[src/rtl/mc_control_fsm.sv]
// Multicycle control unit: sequences fetch/decode/execute/memory/writeback for one instruction at a time.
// Latency: outputs follow the current state in the same cycle; the state register advances on each rising edge.
// Backpressure: none; the unit never stalls, and a high reset overrides any step in progress.
//
// Ports:
//   clk, reset               rising-edge clock, synchronous active-high reset
//   op, funct3, funct7b5     instruction fields from the instruction register
//   zero                     ALU zero flag, used only while resolving a branch
//   immsrc                   extender select (I/S/B/J), decoded from op every cycle
//   alusrca, alusrcb         ALU operand muxes
//   resultsrc, adrsrc        result mux and memory address mux
//   alucontrol               ALU operation
//   irwrite, pcwrite,
//   regwrite, memwrite       architectural write enables
//   retire                   one pulse in the last cycle of each instruction
//   illegal                  pulse in DECODE when the opcode is not supported
module mc_control_fsm (
  input  logic       clk,
  input  logic       reset,
  input  logic [6:0] op,
  input  logic [2:0] funct3,
  input  logic       funct7b5,
  input  logic       zero,
  output logic [1:0] immsrc,
  output logic [1:0] alusrca,
  output logic [1:0] alusrcb,
  output logic [1:0] resultsrc,
  output logic       adrsrc,
  output logic [2:0] alucontrol,
  output logic       irwrite,
  output logic       pcwrite,
  output logic       regwrite,
  output logic       memwrite,
  output logic       retire,
  output logic       illegal
);

  localparam logic [6:0] OP_LW   = 7'b0000011;
  localparam logic [6:0] OP_SW   = 7'b0100011;
  localparam logic [6:0] OP_R    = 7'b0110011;
  localparam logic [6:0] OP_I    = 7'b0010011;
  localparam logic [6:0] OP_JAL  = 7'b1101111;
  localparam logic [6:0] OP_BR   = 7'b1100011;

  localparam logic [1:0] ALUOP_ADD   = 2'b00;
  localparam logic [1:0] ALUOP_SUB   = 2'b01;
  localparam logic [1:0] ALUOP_FUNCT = 2'b10;

  typedef enum logic [3:0] {
    S_FETCH,
    S_DECODE,
    S_MEMADR,
    S_MEMREAD,
    S_MEMWB,
    S_MEMWRITE,
    S_EXECR,
    S_EXECI,
    S_ALUWB,
    S_JAL,
    S_BRANCH
  } state_t;

  // Moore control word: everything that depends on the state alone.
  typedef struct packed {
    logic       irwrite;
    logic       pcupdate;
    logic       branch;
    logic       regwrite;
    logic       memwrite;
    logic       retire;
    logic       adrsrc;
    logic [1:0] alusrca;
    logic [1:0] alusrcb;
    logic [1:0] resultsrc;
    logic [1:0] aluop;
  } ctl_t;

  state_t state;
  state_t nxt;
  ctl_t   ctl_q;
  ctl_t   ctl;
  logic   supported;
  logic   dec_illegal;
  logic   taken;

  function automatic state_t next_state(input state_t s, input logic [6:0] o);
    state_t n;
    n = S_FETCH;
    case (s)
      S_FETCH:  n = S_DECODE;
      S_DECODE: begin
        case (o)
          OP_LW, OP_SW: n = S_MEMADR;
          OP_R:         n = S_EXECR;
          OP_I:         n = S_EXECI;
          OP_JAL:       n = S_JAL;
          OP_BR:        n = S_BRANCH;
          default:      n = S_FETCH;
        endcase
      end
      S_MEMADR:       n = (o == OP_LW) ? S_MEMREAD : S_MEMWRITE;
      S_MEMREAD:      n = S_MEMWB;
      S_EXECR,
      S_EXECI:        n = S_ALUWB;
      default:        n = S_FETCH;
    endcase
    return n;
  endfunction

  function automatic ctl_t moore(input state_t s);
    ctl_t c;
    c = '0;
    case (s)
      S_FETCH: begin
        c.irwrite   = 1'b1;
        c.pcupdate  = 1'b1;
        c.alusrca   = 2'b00;
        c.alusrcb   = 2'b10;
        c.resultsrc = 2'b10;
        c.aluop     = ALUOP_ADD;
      end
      S_DECODE: begin
        // Branch/jal target is formed here from OldPC + immediate.
        c.alusrca = 2'b01;
        c.alusrcb = 2'b01;
        c.aluop   = ALUOP_ADD;
      end
      S_MEMADR: begin
        c.alusrca = 2'b10;
        c.alusrcb = 2'b01;
        c.aluop   = ALUOP_ADD;
      end
      S_MEMREAD: begin
        c.resultsrc = 2'b00;
        c.adrsrc    = 1'b1;
      end
      S_MEMWB: begin
        c.resultsrc = 2'b01;
        c.regwrite  = 1'b1;
        c.retire    = 1'b1;
      end
      S_MEMWRITE: begin
        c.resultsrc = 2'b00;
        c.adrsrc    = 1'b1;
        c.memwrite  = 1'b1;
        c.retire    = 1'b1;
      end
      S_EXECR: begin
        c.alusrca = 2'b10;
        c.alusrcb = 2'b00;
        c.aluop   = ALUOP_FUNCT;
      end
      S_EXECI: begin
        c.alusrca = 2'b10;
        c.alusrcb = 2'b01;
        c.aluop   = ALUOP_FUNCT;
      end
      S_ALUWB: begin
        c.resultsrc = 2'b00;
        c.regwrite  = 1'b1;
        c.retire    = 1'b1;
      end
      S_JAL: begin
        c.alusrca   = 2'b01;
        c.alusrcb   = 2'b10;
        c.aluop     = ALUOP_ADD;
        c.resultsrc = 2'b00;
        c.pcupdate  = 1'b1;
        c.retire    = 1'b1;
      end
      S_BRANCH: begin
        c.alusrca   = 2'b10;
        c.alusrcb   = 2'b00;
        c.aluop     = ALUOP_SUB;
        c.resultsrc = 2'b00;
        c.branch    = 1'b1;
        c.retire    = 1'b1;
      end
      default: c = '0;
    endcase
    return c;
  endfunction

  always_comb begin
    nxt = next_state(state, op);
  end

  // The control word is registered together with the state, decoded from the
  // state being entered, so it is valid from the first cycle of that state.
  always_ff @(posedge clk) begin
    if (reset) begin
      state <= S_FETCH;
      ctl_q <= moore(S_FETCH);
    end else begin
      state <= nxt;
      ctl_q <= moore(nxt);
    end
  end

  // While reset is held the state may still be anywhere, so the selects are
  // forced to their FETCH values and every enable is gated off below.
  always_comb begin
    ctl = reset ? moore(S_FETCH) : ctl_q;
  end

  always_comb begin
    case (op)
      OP_LW, OP_SW, OP_R, OP_I, OP_JAL, OP_BR: supported = 1'b1;
      default:                                 supported = 1'b0;
    endcase
  end

  // The IR is loaded at the edge that enters DECODE, so this must look at op
  // combinationally rather than through the registered control word.
  always_comb begin
    dec_illegal = (state == S_DECODE) && !supported;
  end

  // beq takes on zero, bne on not-zero; other branch funct3 never take.
  always_comb begin
    case (funct3)
      3'b000:  taken = zero;
      3'b001:  taken = !zero;
      default: taken = 1'b0;
    endcase
  end

  always_comb begin
    case (op)
      OP_SW:   immsrc = 2'b01;
      OP_BR:   immsrc = 2'b10;
      OP_JAL:  immsrc = 2'b11;
      default: immsrc = 2'b00;
    endcase
  end

  always_comb begin
    alucontrol = 3'b000;
    case (ctl.aluop)
      ALUOP_ADD: alucontrol = 3'b000;
      ALUOP_SUB: alucontrol = 3'b001;
      ALUOP_FUNCT: begin
        case (funct3)
          // op[5] separates R-type from I-ALU; addi never subtracts.
          3'b000:  alucontrol = (op[5] && funct7b5) ? 3'b001 : 3'b000;
          3'b010:  alucontrol = 3'b101;
          3'b110:  alucontrol = 3'b011;
          3'b111:  alucontrol = 3'b010;
          default: alucontrol = 3'b000;
        endcase
      end
      default: alucontrol = 3'b000;
    endcase
  end

  always_comb begin
    alusrca   = ctl.alusrca;
    alusrcb   = ctl.alusrcb;
    resultsrc = ctl.resultsrc;
    adrsrc    = ctl.adrsrc;
    irwrite   = !reset && ctl.irwrite;
    pcwrite   = !reset && (ctl.pcupdate || (ctl.branch && taken));
    regwrite  = !reset && ctl.regwrite;
    memwrite  = !reset && ctl.memwrite;
    retire    = !reset && (ctl.retire || dec_illegal);
    illegal   = !reset && dec_illegal;
  end

endmodule

[config.mk]
export PLATFORM = sky130hd
export DESIGN_NAME = mc_control_fsm
export DESIGN_NICKNAME = d
export VERILOG_FILES = /design/src/rtl/mc_control_fsm.sv
export SDC_FILE = /design/constraint.sdc
export NUM_CORES = 1
export LEC_CHECK = 0
export ABC_CLOCK_PERIOD_IN_PS = 3350
export BUFFER_PORTS_ARGS = -buffer_cell sky130_fd_sc_hd__buf_4
export CAP_MARGIN = 10
export CORE_MARGIN = 3
export CORE_UTILIZATION = 52
export CTS_CLUSTER_DIAMETER = 100
export DETAILED_ROUTE_END_ITERATION = 8
export PLACE_DENSITY = 0.82
export SLEW_MARGIN = 15
export SYNTH_ARGS = -nofsm -noshare
export SYNTH_HDL_FRONTEND = slang
export SYNTH_SLANG_ARGS = --single-unit
[constraint.sdc]
create_clock -name clk -period 3.35 [get_ports clk]
set_input_delay 0.1675 -clock clk [delete_from_list [all_inputs] [get_ports clk]]
set_output_delay 0.1675 -clock clk [all_outputs]
set_load 0.03 [all_outputs]
After elaboration in Yosys (flattened, before gate mapping):

Index checks and enable logic that the tools add are counted.

* reduce and logical (&&, ||, !) cells: 27
* mux-type cells: 20
* equal/unequal tests: 27

Operators with widths (number)
* 4-bit one-hot mux with 5 select lines: 3
* 4-bit by 3-bit == test with 1-bit output, second input constant: 6
* 4-bit by 2-bit == test with 1-bit output, second input constant: 4
* 2-bit OR reduction: 8
* 15-bit two-way mux: 1
* 7-bit by 6-bit == test with 1-bit output, second input constant: 2
* 7-bit == test, second input constant: 2
* 4-bit == test, second input constant: 3
* 3-bit one-hot mux with 4 select lines: 1
* 1-bit logical AND: 9
* 1-bit two-way mux: 9
* 4-bit by 1-bit == test with 1-bit output, second input constant: 2
* 4-bit zero test: 2
* 2-bit one-hot mux with 2 select lines: 2
* 7-bit by 2-bit == test with 1-bit output, second input constant: 1
* 7-bit by 5-bit == test with 1-bit output, second input constant: 1
* 3-bit == test, second input constant: 2
* 2-bit one-hot mux with 3 select lines: 1
* 3-bit one-hot mux with 2 select lines: 1
* 6-bit OR reduction: 1
* 5-bit OR reduction: 1
* 3-bit by 1-bit == test with 1-bit output, second input constant: 1
* 3-bit by 2-bit == test with 1-bit output, second input constant: 1
* 1-bit zero test: 3
* 6 further kinds: 7

* input port bits: 14
* word-level logic and storage cells: 86
* bits in registers: 19

Depth between registers and ports, before layout:

Gate-level depths: netlist of the first run.

* word-level depth: 7
* mapped depth: 7
* gate-level depth less buffers: 7

Worst setup path before layout of the first run:

OpenSTA, ideal clock, no wires.

* path type: register to output
* from: reg state[1]
* to: out retire
* path buffers: 1
* arrival time: 2.087 ns
* path slack: 1.096 ns
* required time: 3.182 ns
* stages on the path, launching flop included: 5
* path through: dfxtp_1 > or4b_1 > buf_2 > a211oi_1 > a21o_1

* longest elaborated chain between the ends: 4

Ends and longest elaborated chain
* from (decl): RTL line 78 `state_t state;`
* from (signal assigned): RTL line 195 `state <= nxt;`
* 4-bit by 1-bit == test with 1-bit output: RTL line 216 `dec_illegal = (state == S_DECODE) && !supported;`
* 1-bit logical AND: RTL line 216
* 1-bit logical OR: RTL line 265 `retire = !reset && (ctl.retire || dec_illegal);`
* 1-bit logical AND: RTL line 265
* to (decl): RTL line 34 `output logic retire,`

No other way between the ends.

Worst setup path after layout of the first run:

Same ends and word-level chain as after synthesis.

==> results of run 1 <==
-- flip-flops by register name, summed over array words and instances (netlist names) --
signal and count:
state 4, ctl_q 14
-- synth_stat cells (2+ instances only) --
cell | number | area [µm²]
a2111oi_0 | 2 | 17.5
a21o_1 | 2 | 15.0
a21oi_1 | 3 | 15.0
a31oi_1 | 4 | 25.0
clkbuf_1 | 4 | 15.0
dfxtp_1 | 18 | 360
ha_1 | 2 | 25.0
inv_1 | 6 | 22.5
nand2_1 | 6 | 22.5
nand2b_1 | 4 | 25.0
nor2_1 | 11 | 41.3
nor2b_1 | 8 | 50.1
nor3_1 | 5 | 25.0
nor3b_1 | 4 | 30.0
o21ai_0 | 2 | 10.0
o221ai_1 | 3 | 26.3
or2_2 | 5 | 31.3
xor2_1 | 2 | 17.5
-- how the worst min path moves through the flow --
stage / to / slack (ns) / from
after floorplan: state[0]$_SDFF_PP0_ / 0.25 / reset
after global placement: ctl_q[7]$_SDFF_PP0_ / 0.47 / op[6]
after detailed placement: ctl_q[7]$_SDFF_PP0_ / 0.48 / op[6]
after CTS: ctl_q[7]$_SDFF_PP0_ / 0.15 / op[6]
after global routing: ctl_q[7]$_SDFF_PP0_ / 0.17 / op[6]
final: ctl_q[7]$_SDFF_PP0_ / 0.16 / op[6]
-- placed cells by master (no fill, tap or decap), types with 2 or more instances in the layout --
| master | instances |
|---|---|
| a2111oi_0 | 2 |
| a21o_1 | 2 |
| a21oi_1 | 3 |
| a31oi_1 | 4 |
| buf_4 | 31 |
| clkbuf_4 | 3 |
| dfxtp_1 | 18 |
| ha_1 | 2 |
| inv_1 | 6 |
| nand2_1 | 6 |
| nand2b_1 | 4 |
| nor2_1 | 11 |
| nor2b_1 | 8 |
| nor3_1 | 5 |
| nor3b_1 | 4 |
| o21ai_0 | 2 |
| o221ai_1 | 3 |
| or2_2 | 5 |
| xor2_1 | 2 |
-- per-stage QoR --
| step | power [µW] | area [µm²] | cells | setup slack [ns] | hold slack [ns] |
|---|---|---|---|---|---|
| 2_1_floorplan | 272 | 943 | 112 | 1.10 | 0.248 |
| 3_3_place_gp | 302 | 1190 | 162 | 1.34 | 0.469 |
| 3_5_place_dp | 304 | 1190 | 162 | 1.32 | 0.476 |
| 4_1_cts | 436 | 1220 | 166 | 1.16 | 0.155 |
| 5_1_grt | 453 | 1220 | 166 | 1.08 | 0.173 |
| 6_report | 434 | 1220 | 166 | 1.15 | 0.163 |
-- cell families after synthesis --
group           synth area share, %
simple gates                   34.7
compound gates                 18.0
flops                          38.2
buf+inv                        4.51
xor+xnor                       1.86
fa+ha+maj                      2.65
-- power groups by stage --
| stage | registers, µW | logic [µW] | clock network (µW) |
|---|---|---|---|
| floorplan | 227 | 45.0 | 0 |
| global placement | 228 | 74.6 | 0 |
| detailed placement | 228 | 75.9 | 0 |
| CTS | 223 | 76.2 | 137 |
| global route | 224 | 82.6 | 147 |
| finish | 223 | 76.5 | 135 |
-- routing by layer --
metal | GRT usage (%) | share of wire [%] | vias up | wire (µm)
li1 | - | - | 461 | -
met1 | 25.3 | 41 | 433 | 944
met2 | 35.6 | 50 | 42 | 1160
met3 | 3.68 | 7.4 | 5 | 171
met4 | 8.53 | 1.6 | 0 | 36
met5 | 0 | 0 | - | 0
-- cell type report --
type / instances / area (µm²) / share of cell area, %
tap: 24 / 30.0 / 2.46
sequential: 18 / 360 / 29.5
inverter: 6 / 22.5 / 1.84
multi-input combinational: 83 / 541 / 44.2
timing repair buffer: 31 / 233 / 19.0
clock buffer: 4 / 36.3 / 2.97
==> impl_metrics.tcl, run 1 <==
set metrics [dict create \
    r2r_cells 5 \
    cts.clk_slew.worst_paths_ns 0.10 \
    ir_drop_mv 0.310 \
    path_delay_family "simple AND/OR/NAND/NOR gates" \
    areaGrowthSynthToFinish_pct 29.6 \
    fin_crit_sh_pct 65.7 \
    min_period_ns 2.20 \
    crit_path_end "retire" \
    grt_max_degree 24 \
    drtPass1Iterations 4 \
    slew_headroom_pct 58.9 \
    setup_tns_ns 0 \
    seq_area_frac_synth_pct 38.2 \
    grtUsageTotal_pct 20.6 \
    grt_pass1_vias 866 \
    postSynthAreaPerCell_um2 8.42 \
    hp-class "input port to register" \
    fp.dieH_um 48.6 \
    hold_buffers 0 \
    cp_slowest_cell "or4b_1" \
    gp_congestion 0.935 \
    crit_buf_inv 1 \
    hold_violations 0 \
    antenna_cells 0 \
    ant_nets 0 \
    cell_internal_pwr_uw 319 \
    syn_area_um2 943 \
    drc 0 \
    setup_viol 0 \
    yosysUniqueCellTypes 39 \
    dieArea_mm2 0.00236 \
    io_buffers 31 \
    start_util_pct 58.5 \
    outcome "completed" \
    fp-row-count 14 \
    gr-total-overflow 0 \
    routedWlPerCell_um 13.9 \
    clock.fmax_mhz 454 \
    required_ns 3.18 \
    io_pins 32 \
    crit_chain "or4b_1 -> a211oi_1 -> a21o_1 -> buf_4" \
    cts_inserted_buffers 3 \
    cts_root_buffer "clkbuf_4" \
    slowest_delay_ns 0.69 \
    synth_edf_count 0 \
    wl_um 2310 \
    synth-seq-cells 18 \
    die_w_um 48.6 \
    num-fill-cells 136 \
    path_class "register to output port" \
    finalMaxSlewViolations 0 \
    r2r_end "ctl_q[13]$_SDFF_PP1_" \
    routed_via_density 5.67 \
    antenna_found_initial 0 \
    clk-insertion-delay-late_ns 0.30 \
    syn_nets 128 \
    cts_sinks 18 \
    hold_depth 2 \
    async_flop_share_pct 0 \
    arrival_ns 2.04 \
    utilization_pct 75.9 \
    crit_path_max_fanout 8 \
    powerDensity_mw_per_mm2 355 \
    h-tree-depth 1 \
    p_switching_uw 115 \
    fin_nets 159 \
    drtIter0Drc 32 \
    start_kind "register" \
    swShare_pct 26.5 \
    tightest_slew_ns 0.614 \
    drive_gt1_share_pct 31.0 \
    grt_pass1_wl_um 3910 \
    dp_hpwl_um 1710 \
    cts_resized 0 \
    clockBufferDepth 2 \
    r2r_slack_ns 1.29 \
    core-area_mm2 0.00161 \
    seqPwrFrac_pct 51.4 \
    pwr-share-clk_pct 31.0 \
    syn_inst 112 \
    reg2reg_from "state[1]$_SDFF_PP0_" \
    drv_cap 0 \
    rsz0062_at_grt "false" \
    combPwrFrac_pct 17.6 \
    via_count 941 \
    cts_tree "done" \
    yosysWarnings 0 \
    critical_path.startpoint "state[1]$_SDFF_PP0_" \
    p_leak_uw 0.000533 \
    cp.depth 4 \
    cts_setup_buffers 0 \
    fin_skew_ns 0.00534 \
    yosys_most_used_dff "dfxtp_1" \
    end_kind "output port" \
]
Note: power is estimated with default switching activity, not from simulation.
==> inputs of run 2 (changes only) <==
--- a/config.mk
+++ b/config.mk
@@ -5,14 +5,15 @@
 export SDC_FILE = /design/constraint.sdc
 export NUM_CORES = 1
 export LEC_CHECK = 0
-export ABC_CLOCK_PERIOD_IN_PS = 3350
+export ABC_CLOCK_PERIOD_IN_PS = 2250
 export BUFFER_PORTS_ARGS = -buffer_cell sky130_fd_sc_hd__buf_4
 export CAP_MARGIN = 10
+export CORE_ASPECT_RATIO = 0.7
 export CORE_MARGIN = 3
-export CORE_UTILIZATION = 52
+export CORE_UTILIZATION = 48
 export CTS_CLUSTER_DIAMETER = 100
 export DETAILED_ROUTE_END_ITERATION = 8
-export PLACE_DENSITY = 0.82
+export PLACE_DENSITY = 0.77
 export SLEW_MARGIN = 15
 export SYNTH_ARGS = -nofsm -noshare
 export SYNTH_HDL_FRONTEND = slang
==> constraint.sdc (replaced) <==
create_clock -name clk -period 2.25 [get_ports clk]
set_input_delay 0.1125 -clock clk [delete_from_list [all_inputs] [get_ports clk]]
set_output_delay 0.1125 -clock clk [all_outputs]
set_load 0.03 [all_outputs]
==> impl_metrics.tcl, run 2 (synthesis results as in run 1) <==
set metrics [dict create \
    crit_chain "or4b_1 -> a211oi_1 -> a21o_1 -> buf_4" \
    gp_congestion 0.819 \
    antenna_found_initial 0 \
    required_ns 2.14 \
    hold-worst-slack_ns 0.103 \
    ir_drop_mv 0.407 \
    cts_sinks 18 \
    crit_path_max_fanout 8 \
    finalMaxSlewViolations 0 \
    fp-row-count 12 \
    cts_root_buffer "clkbuf_4" \
    fin_skew_ns 0.00229 \
    grtUsageTotal_pct 18.2 \
    hold_buffers 0 \
    drtPass1Iterations 4 \
    drtIter0Drc 52 \
    io_buffers 31 \
    drv_cap 0 \
    fin_crit_sh_pct 90.1 \
    outcome "completed" \
    stdcell_area_mm2 0.00123 \
    rsz0062_at_grt "false" \
    powerDensity_mw_per_mm2 522 \
    wl_um 2200 \
    layout_common_cells "buf_4 (32), dfxtp_1 (18), nor2_1 (11)" \
    grt_pass1_vias 762 \
    io_pins 32 \
    routedWlPerCell_um 13.4 \
    final_common_cell "buf_4" \
    fp.dieH_um 43.1 \
    drc 0 \
    hold_violations 0 \
    setup_tns_ns 0 \
    hp-class "input port to register" \
    placed_area_mm2 0.00119 \
    largest_reg_flops 14 \
    num-fill-cells 152 \
    routed_via_density 5.64 \
    reg.largest.list "ctl_q: 14 flops, state: 4 flops" \
    areaGrowthSynthToFinish_pct 30.0 \
    clock.fmax_mhz 493 \
    min_period_ns 2.03 \
    clockBufferDepth 2 \
    slew_headroom_pct 62.4 \
    dieArea_mm2 0.00254 \
    cts_tree "done" \
    slowest_delay_ns 0.62 \
    clk-insertion-delay-late_ns 0.29 \
    fin_nets 160 \
    cts_setup_buffers 0 \
    p_leak_uw 0.000537 \
    cts_resized 0 \
    setup_viol 0 \
    gr-total-overflow 0 \
    core-area_mm2 0.00171 \
    power_uw 640 \
    start_kind "register" \
    ant_nets 0 \
    end_kind "output port" \
    cts.clk_slew.worst_paths_ns 0.09 \
    grt_pass1_wl_um 3470 \
    path_class "register to output port" \
    h-tree-depth 1 \
    via_count 925 \
    cts_inserted_buffers 3 \
    drive_gt1_share_pct 31.5 \
    die_w_um 59.0 \
    top_register "ctl_q" \
    antenna_cells 0 \
    dp_hpwl_um 1680 \
    tightest_slew_ns 0.562 \
    start_util_pct 55.1 \
    arrival_ns 1.92 \
    cp_slowest_cell "or4b_1" \
    grt_max_degree 24 \
]
[run 2: changes by cell type in the layout (fill, tap and decap cells not counted)]
cell,delta
buf_4,+1
[run 2: area by class of cell]
class	count	area, µm²	share of cell area, %
multi-input cells	83	541	44.1
clock buffers	4	36.3	2.96
repair buffers	32	240	19.6
well taps	21	26.3	2.14
inverters	6	22.5	1.84
flip-flops and latches	18	360	29.4
[run 2: final timing paths]
path,start,endpoint,slack (ns),depth (start not counted)
setup / recovery,state[0]$_SDFF_PP0_,retire,0.22,4
hold / removal,op[6],ctl_q[7]$_SDFF_PP0_,0.10,2
setup reg to reg,state[0]$_SDFF_PP0_,ctl_q[5]$_SDFF_PP1_,0.24,5
hold reg to reg,state[1]$_SDFF_PP0_,ctl_q[6]$_SDFF_PP0_,0.58,1
[run 2: critical path, delay by kind of cell, from the launching register on]
kind | cells | cell delay, ns
AND/OR/NAND/NOR | 1 | 0.62
flip-flops | 1 | 0.46
AO/OA/AOI/OAI | 2 | 0.40
buffers and inverters | 1 | 0.15
[run 2: stage by stage]
step	cells	utilization [%]	setup WS, ns
6_report	164	71.6	0.222
5_1_grt	164	71.6	0.107
4_1_cts	164	71.6	0.218
3_5_place_dp	160	69.5	0.271
3_3_place_gp	160	69.5	0.363
2_1_floorplan	112	-	0.0507
[run 2: metal layers]
metal / track usage (%) / vias to the layer above / share of wire (%)
met5: 0 / - / 0
met2: 25.6 / 39 / 43
met4: 5.43 / 0 / 1.5
met1: 26.0 / 418 / 45
met3: 6.08 / 5 / 10
li1: - / 463 / -
[run 2: power by group]
group	leakage, µW	internal, µW	switching (µW)
Clock	0.0000210	98.6	95.3
Sequential	0.000147	328	4.80
Combinational	0.000369	49.0	64.5
==> inputs of run 3 (changes only) <==
--- a/config.mk
+++ b/config.mk
@@ -14,6 +14,7 @@
 export CTS_CLUSTER_DIAMETER = 100
 export DETAILED_ROUTE_END_ITERATION = 8
 export PLACE_DENSITY = 0.77
+export RECOVER_POWER = 100
 export SLEW_MARGIN = 15
 export SYNTH_ARGS = -nofsm -noshare
 export SYNTH_HDL_FRONTEND = slang
==> impl_metrics.tcl, run 3 (synthesis results as in run 1) <==
set metrics [dict create \
    outcome "completed" \
    stdcell_count 164 \
    ir_drop_mv 0.397 \
    core-area_mm2 0.00171 \
    power_uw 632 \
    rsz0062_at_grt "false" \
    drive_gt1_share_pct 19.6 \
    wl_met2_um 961 \
    slew_headroom_pct 61.5 \
    cts_root_buffer "clkbuf_4" \
    ant_nets 0 \
    r2r_cells 5 \
    powerDensity_mw_per_mm2 545 \
    clk-insertion-delay-late_ns 0.29 \
    dr.max_layer_used "met4" \
    fin_crit_sh_pct 92.5 \
    reg.largest.list "ctl_q: 14 flops, state: 4 flops" \
    min_period_ns 2.08 \
    grt_max_degree 24 \
    fin_skew_ns 0.00209 \
    regArea_um2 360 \
    p_leak_uw 0.000469 \
    dp.cells 160 \
    io_pins 32 \
    cts.clk_slew.worst_paths_ns 0.10 \
    cts_inserted_buffers 3 \
    utilization_pct 67.8 \
    start_kind "register" \
    wl_um 2220 \
    hold_violations 0 \
    hold_buffers 0 \
    path_class "register to output port" \
    multi_input_area_um2 539 \
    fin_nets 160 \
    routedWlPerCell_um 13.5 \
    r2r_slack_ns 0.22 \
    die_w_um 59.0 \
    gp_congestion 0.819 \
    arrival_ns 1.97 \
    crit_path_max_fanout 8 \
    gr-total-overflow 0 \
    setup_tns_ns 0 \
    drtPass1Iterations 4 \
    start_util_pct 55.1 \
    cts_tree "done" \
    via_count 918 \
    top_register "ctl_q" \
    num-fill-cells 171 \
    hold_depth 2 \
    h-tree-depth 1 \
    cts_sinks 18 \
    required_ns 2.14 \
    grt_pass1_vias 762 \
    tightest_slew_ns 0.575 \
    grtUsageTotal_pct 18.2 \
    met1_length_um 1030 \
    final_common_cell "dfxtp_1" \
    setup_viol 0 \
    areaGrowthSynthToFinish_pct 22.9 \
    dp_hpwl_um 1680 \
    largest_reg_flops 14 \
    clock.fmax_mhz 480 \
    clockBufferDepth 2 \
    end_kind "output port" \
    layout_common_cells "dfxtp_1 (18), clkbuf_1 (16), buf_4 (14)" \
    antenna_cells 0 \
    hp-class "input port to register" \
    cts_setup_buffers 0 \
    drtIter0Drc 40 \
    drv_cap 0 \
    fp.dieH_um 43.1 \
    fp-row-count 12 \
    antenna_found_initial 0 \
    dr_wl_met3_um 195 \
    drc 0 \
    io_buffers 31 \
    cts_resized 0 \
    dieArea_mm2 0.00254 \
    grt_pass1_wl_um 3470 \
    finalMaxSlewViolations 0 \
    routed_via_density 5.60 \
]
-- run 3: worst paths after layout --
check	from	end
hold / removal	op[6]	ctl_q[7]$_SDFF_PP0_
setup reg to reg	state[0]$_SDFF_PP0_	ctl_q[5]$_SDFF_PP1_
setup / recovery	state[0]$_SDFF_PP0_	retire
hold reg to reg	state[1]$_SDFF_PP0_	ctl_q[6]$_SDFF_PP0_
-- run 3: stage by stage --
step | setup slack, ns | area (µm²) | hold WS [ns]
finish | 0.169 | 1160 | 0.106
global route | 0.0672 | 1160 | 0.104
CTS | 0.218 | 1230 | 0.0982
detailed placement | 0.271 | 1190 | 0.413
global placement | 0.363 | 1190 | 0.413
floorplan | 0.0507 | 943 | 0.193
-- run 3: power by group --
group | internal (µW) | switching, µW | leakage, µW
registers | 328 | 4.81 | 0.000147
logic | 41.3 | 64.4 | 0.000301
clock network | 98.6 | 95.9 | 0.0000210
total | 467 | 165 | 0.000469
-- run 3: final cells by class --
type                            instances  share of cell area (%)
Multi-Input combinational cell         83                    46.5
Sequential cell                        18                    31.1
Timing Repair Buffer                   32                    15.1
Clock buffer                            4                    3.13
Tap cell                               21                    2.27
Inverter                                6                    1.94
-- run 3: layer usage --
layer	vias to the layer above	global-route usage [%]
li1	461	-
met1	423	26.0
met2	29	25.6
met3	5	6.08
met4	0	5.43
met5	-	0
-- run 3: worst max-delay path, cell delays in order (launching register included) --
cell and delay [ns]:
dfxtp_1 0.46, or4b_1 0.63, a211oi_1 0.28, a21o_1 0.12
clkbuf_2 0.19
